--- src/rtl/serial_bin2bcd_8bit.sv ---
// Serial double-dabble binary-to-BCD converter with a parallel-load operand shift register.
// Optional registered completion flag on port done when DD_DONE_EN is defined.
module serial_bin2bcd_8bit #(
    parameter int unsigned DATA_W = 8
) (
    input  logic              clk,
    input  logic              clear_bar,
    input  logic              preset_bar,
    input  logic              mode,
    input  logic [DATA_W-1:0] parallel_in,
    input  logic              serial_in,
    output logic              serial_out,
`ifdef DD_DONE_EN
    output logic              done,
`endif
    output logic [3:0]        d0,
    output logic [3:0]        d1,
    output logic [3:0]        d2
);

    localparam int unsigned CntW = $clog2(DATA_W + 1);
    localparam logic [CntW-1:0] CntMax = CntW'(DATA_W);

    logic [DATA_W-1:0] sr_q, sr_d;
    logic [11:0]       dig_q, dig_d;
    logic [CntW-1:0]   cnt_q, cnt_d;
    logic [11:0]       dig_adj;
`ifdef DD_DONE_EN
    logic              done_q, done_d;
`endif

    // Add-3 correction per digit ahead of the shift; 4-bit wrap, no carry between digits.
    always_comb begin
        dig_adj = dig_q;
        for (int i = 0; i < 3; i++) begin
            if (dig_q[i*4 +: 4] >= 4'd5) begin
                dig_adj[i*4 +: 4] = dig_q[i*4 +: 4] + 4'd3;
            end
        end
    end

    always_comb begin
        sr_d  = sr_q;
        dig_d = dig_q;
        cnt_d = cnt_q;
`ifdef DD_DONE_EN
        done_d = done_q;
`endif
        if (!preset_bar) begin
            sr_d  = '1;
            dig_d = '0;
            cnt_d = '0;
`ifdef DD_DONE_EN
            done_d = 1'b0;
`endif
        end else if (mode) begin
            sr_d  = parallel_in;
            dig_d = '0;
            cnt_d = '0;
`ifdef DD_DONE_EN
            done_d = 1'b0;
`endif
        end else begin
            sr_d = (sr_q << 1) | DATA_W'(serial_in);
            if (cnt_q < CntMax) begin
                dig_d = {dig_adj[10:0], sr_q[DATA_W-1]};
                cnt_d = cnt_q + CntW'(1);
`ifdef DD_DONE_EN
                done_d = (cnt_q == CntMax - CntW'(1));
`endif
            end
        end
    end

    // Clear overrides everything; the operand register still follows mode so a
    // load can be held under clear.
    always_ff @(posedge clk) begin
        if (!clear_bar) begin
            sr_q  <= mode ? parallel_in : '0;
            dig_q <= '0;
            cnt_q <= '0;
`ifdef DD_DONE_EN
            done_q <= 1'b0;
`endif
        end else begin
            sr_q  <= sr_d;
            dig_q <= dig_d;
            cnt_q <= cnt_d;
`ifdef DD_DONE_EN
            done_q <= done_d;
`endif
        end
    end

    assign serial_out = sr_q[DATA_W-1];
    assign d0 = dig_q[3:0];
    assign d1 = dig_q[7:4];
    assign d2 = dig_q[11:8];
`ifdef DD_DONE_EN
    assign done = done_q;
`endif

endmodule

--- config.mk ---
export PLATFORM = sky130hd
export DESIGN_NAME = serial_bin2bcd_8bit
export DESIGN_NICKNAME = d
export VERILOG_FILES = /design/src/rtl/serial_bin2bcd_8bit.sv
export SDC_FILE = /design/constraint.sdc
export NUM_CORES = 1
export LEC_CHECK = 0
export ABC_CLOCK_PERIOD_IN_PS = 3700
export BUFFER_PORTS_ARGS = -buffer_cell sky130_fd_sc_hd__buf_4
export CORE_MARGIN = 5
export CORE_UTILIZATION = 59
export CTS_BUF_LIST = sky130_fd_sc_hd__clkbuf_4
export DETAILED_ROUTE_END_ITERATION = 10
export PLACE_DENSITY = 0.86
export SLEW_MARGIN = 20
export SYNTH_ARGS = -nofsm -noshare
export SYNTH_HDL_FRONTEND = slang
export SYNTH_SLANG_ARGS = --single-unit
--- constraint.sdc ---
create_clock -name clk -period 3.7 [get_ports clk]
set_clock_uncertainty 0.05 [all_clocks]
set_input_delay 0.555 -clock clk [delete_from_list [all_inputs] [get_ports clk]]
set_output_delay 0.555 -clock clk [all_outputs]
set_load 0.005 [all_outputs]
# Yosys cells after proc, flatten, opt, wreduce, memory -nomap -nowiden
# Cells that the tools add are included.
totals:
  ff_bits: 24
  out_inout_bits: 13
  inputBits: 13
  wordCells: 22
classes:
  n_addsub: 4
  bitwise: 3
  n_mux: 7
  reduce_logical: 1
  n_lt_le_gt_ge: 4
op_table:
  columns: ["cell", "n"]
  rows:
  - ["2-to-1 mux 8 bit", 4]
  - ["greater-or-equal comparator 4 x 3 -> 1 bit, second input constant", 3]
  - ["adder 4 x 2 -> 4 bit, second input constant", 2]
  - ["2-to-1 mux 4 bit", 2]
  - ["OR 8 x 1 -> 8 bit", 1]
  - ["adder 4 x 1 -> 4 bit, second input constant", 1]
  - ["< comparator 4 bit, second input constant", 1]
  - ["adder 3 x 2 -> 3 bit, second input constant", 1]
  - ["2-to-1 mux 3 bit", 1]
  - ["OR reduction 3 bit", 1]
  - ["inverter 1 bit", 2]

# Logic depth before layout (Yosys ltp)
depth:
  depth_word: 4
  ltp_mapped: 6
  ltp_nobuf: 6

# Least setup slack after synthesis
# Ideal clock, no wire load.
synth_timing:
  kind: "reg-to-reg"
  from: "register dig_q[1]"
  to: "register dig_q[2]"
  path_slack_ns: 2.234
  n_path_buf: 0
  path_stages_with_launch: 7
  t_required_ns: 3.584
  setup_ns: 0.066
  synth_period_minus_slack_ns: 1.466
  arrival_time_ns: 1.350
  cell_sequence: "dfxtp_1 -> inv_1 -> ha_1 -> nand2b_1 -> a21o_1 -> a211o_1 -> a21oi_2"
synth_between:
  elab_chain_cells: 2
  elab_cells_between_ends: 3
  classes_between: "add/sub (1); order compare (1); mux (1)"
synth_lines:
  columns: ["element", "line", "source"]
  rows:
  - ["from (decl)", "25", "logic [11:0] dig_q, dig_d;"]
  - ["from (signal assigned)", "87", "dig_q <= dig_d;"]
  - ["adder 4 x 2 -> 4 bit / greater-or-equal comparator 4 x 3 -> 1 bit (equally long branches)", "37, 36", null]
  - ["2-to-1 mux 4 bit *", "36", "if (dig_q[i*4 +: 4] >= 4'd5) begin"]
# Mark *: on every way between the ends. The rest lies on a longest branch, timed or not.
# A chain may end at the register's enable or synchronous reset.

# Worst setup path in the final report
layout_timing:
  from: "register cnt_q[3]"
  to: "register dig_q[1]"
layout_between:
  elab_chain_cells: 1
layout_lines:
  columns: ["element", "line", "source"]
  rows:
  - ["from (decl)", "26", "logic [CntW-1:0] cnt_q, cnt_d;"]
  - ["from (signal assigned)", "88", "cnt_q <= cnt_d;"]
  - ["< comparator 4 bit", "65", "if (cnt_q < CntMax) begin"]
# Every way passes these cells.

==> out/qor.yml <==
clock_network:
  cts_tree: "yes"
  cts_root_buffer: "clkbuf_4"
  cts_setup_buffers: 0
  clock_sinks: 24
  clk_latency_ps: 300
  clockBufferDepth: 2
  cts.clk_slew.worst_paths_ps: 120
  cts_hold_buf: 0
  cts_buffers: 3
  post_cts_resized: 0
  htreeDepth: 1
detailed_routing:
  drt_iter0_drc: 9
  drc: 0
  viasPerCell: 5.40
  ant_nets: 0
  wl_per_cell_um: 12.3
  num_vias: 977
  wl_mm: 2.22
  firstDrtPassIters: 4
timing:
  worst_pin_slew_ps: 785
  maxSlewViolCount: 0
  setup_violations: 0
  hold_viol_final: 0
  slew_headroom: 0.476
  period_share: 0.449
  min_period_ps: 1660
  tns_ps: 0
  rsz0062_at_grt: "no"
  max_freq_mhz: 602
  holdWs_ps: 408
power_and_ir_drop:
  power_per_cell_area_mw_per_mm2: 302
  sequentialPowerShare: 0.648
  comb_power_share: 0.088
  swShare: 0.217
  internal_power_w: 0.000327
  clock_power_share: 0.263
  finalPower_w: 0.000417
  irDropWorstVdd_mv: 0.265
  power_leakage_nw: 0.608
  switchingPower_w: 0.0000905
die:
  chipWidth_um: 54.6
  rows: 16
  die_area_mm2: 0.00298
  initial_core_util: 0.609
  core-area_mm2: 0.00192
  die-height_um: 54.6
  ios: 26
worst_setup_path:
  worstPathArrival_ps: 1830
  cp_max_fo: 23
  crit_type: "reg -> reg"
  critPathRequiredTime_ps: 3870
  start_kind: "register"
  end_kind: "register"
place:
  gp_congestion: 0.789
  post-dp-hpwl_mm: 1.66
  io_buffers: 25
  placedCellCount: 177
logic_synthesis:
  yosys.area.top_type_share: 0.410
  synth-simple-area-share: 0.119
  synth_nets: 151
  synth.distinct_cells: 27
  synth_common_cells: "dfxtp_1 (24), inv_1 (16), o21ai_0 (13)"
  ys_seq_area_frac: 0.410
  synth_compound_area_frac: 0.255
  ys_async_sr_fraction: 0
  yosys.area.top_type: "dfxtp_1"
  syn_inst: 131
  yosysWarningCount: 0
  synth_seq_cells: 24
  synth.mux.area_fraction: 0.0427
  synth-main-ff-cell: "dfxtp_1"
  synth_most_common_cell: "dfxtp_1"
  synthXorXnorAreaFrac: 0.0150
  synth_top_family_by_area: "compound AO/OA/AOI/OAI gates"
  synth-adder-area-share: 0.0748
  syn_area_mm2: 0.00117
  syn_area_per_cell_um2: 8.94
  ys_top_cells_by_area: "dfxtp_1 (41%), ha_1 (7.5%), a22o_1 (6.0%), o21ai_0 (5.6%), inv_1 (5.1%)"
  synth_edf_count: 0
cells_and_area:
  fin_cells: 181
  fillers: 164
  diodes: 0
  layout-drive-gt1-share: 0.201
  syn_to_final_growth_pct: 17.9
  fin_nets: 175
  fin_util: 0.719
  regArea_um2: 480
  multi_input_area_um2: 593
global_route:
  grt-ovfl-total: 0
  grt_pass1_vias: 934
  grt_pass1_wl_mm: 3.82
  track_usage: 0.175
  grt_max_degree: 24
  antenna_found_initial: 0
flow_run:
  cap_viol_max_count: 0
outcome:
  outcome: "finished clean"
hold_path:
  holdCritPathClass: "in -> reg"
## metal layers
metal	GRT usage	part of all wire	vias up
li1	-	-	514
met1	0.210	0.47	437
met2	0.305	0.47	22
met3	0.0381	0.056	4
met4	0.0622	0.010	0
met5	0	0	-
## through the flow
stage | instance area (um2) | setup slack (ps)
2_1_floorplan | 1170 | 2230
3_3_place_gp | 1360 | 1970
3_5_place_dp | 1360 | 1840
4_1_cts | 1380 | 2040
5_1_grt | 1380 | 1920
6_report | 1380 | 2040
## layout make-up
cell class,instances,share of cell area
clock inverters,1,0.00272
clock buffers,3,0.0163
inverters,16,0.0435
multi-input cells,85,0.429
well taps,27,0.0245
repair buffers,25,0.136
flip-flops and latches,24,0.348
## power groups by stage
stage	combinational, W	clock, W	sequential [W]
6_report	0.0000369	0.000110	0.000270
5_1_grt	0.0000420	0.000125	0.000272
4_1_cts	0.0000372	0.000116	0.000270
3_5_place_dp	0.0000371	0	0.000276
3_3_place_gp	0.0000355	0	0.000276
2_1_floorplan	0.0000219	0	0.000276
## path summary, 6_finish.rpt
check | cells past startpoint | startpoint | slack [ps] | to
hold reg to reg | 2 | cnt_q[1] | 460 | cnt_q[3]
setup / recovery | 2 | cnt_q[3] | 2040 | dig_q[1]
hold / removal | 2 | parallel_in[2] | 410 | sr_q[2]
setup reg to reg | 2 | cnt_q[3] | 2040 | dig_q[1]
## logic make-up after synthesis
kind of cell,after synthesis
AO/OA/AOI/OAI,44
AND/OR/NAND/NOR,27
flip-flops,24
buffers and inverters,22
adder cells (fa/ha/maj),7
multiplexers,5
XOR/XNOR,2
## flip-flops by register name (all words and copies together), names as in the netlist
register,cells
cnt_q,4
dig_q,12
sr_q,8
## critical path: stages (launching register included)
cell,delay (ps)
dfxtp_1,850
inv_1,340
o31ai_1,330
## layout by cell type, fill, tap and decap left out, drive strengths merged
cell and count:
a211o 3, a211oi 6, a21o 2, a21oi 8, a22o 8, buf 25, clkbuf 3, clkinv 1
dfxtp 24, ha 7, inv 16, mux2i 5, nand2 3, nand2b 3, nand3 4, nand3b 1
nor2 7, nor2b 1, nor3 6, nor3b 2, o211ai 1, o21ai 13, o31ai 3, xnor2 1
xor2 1
Power figures use the tool's default switching activity.
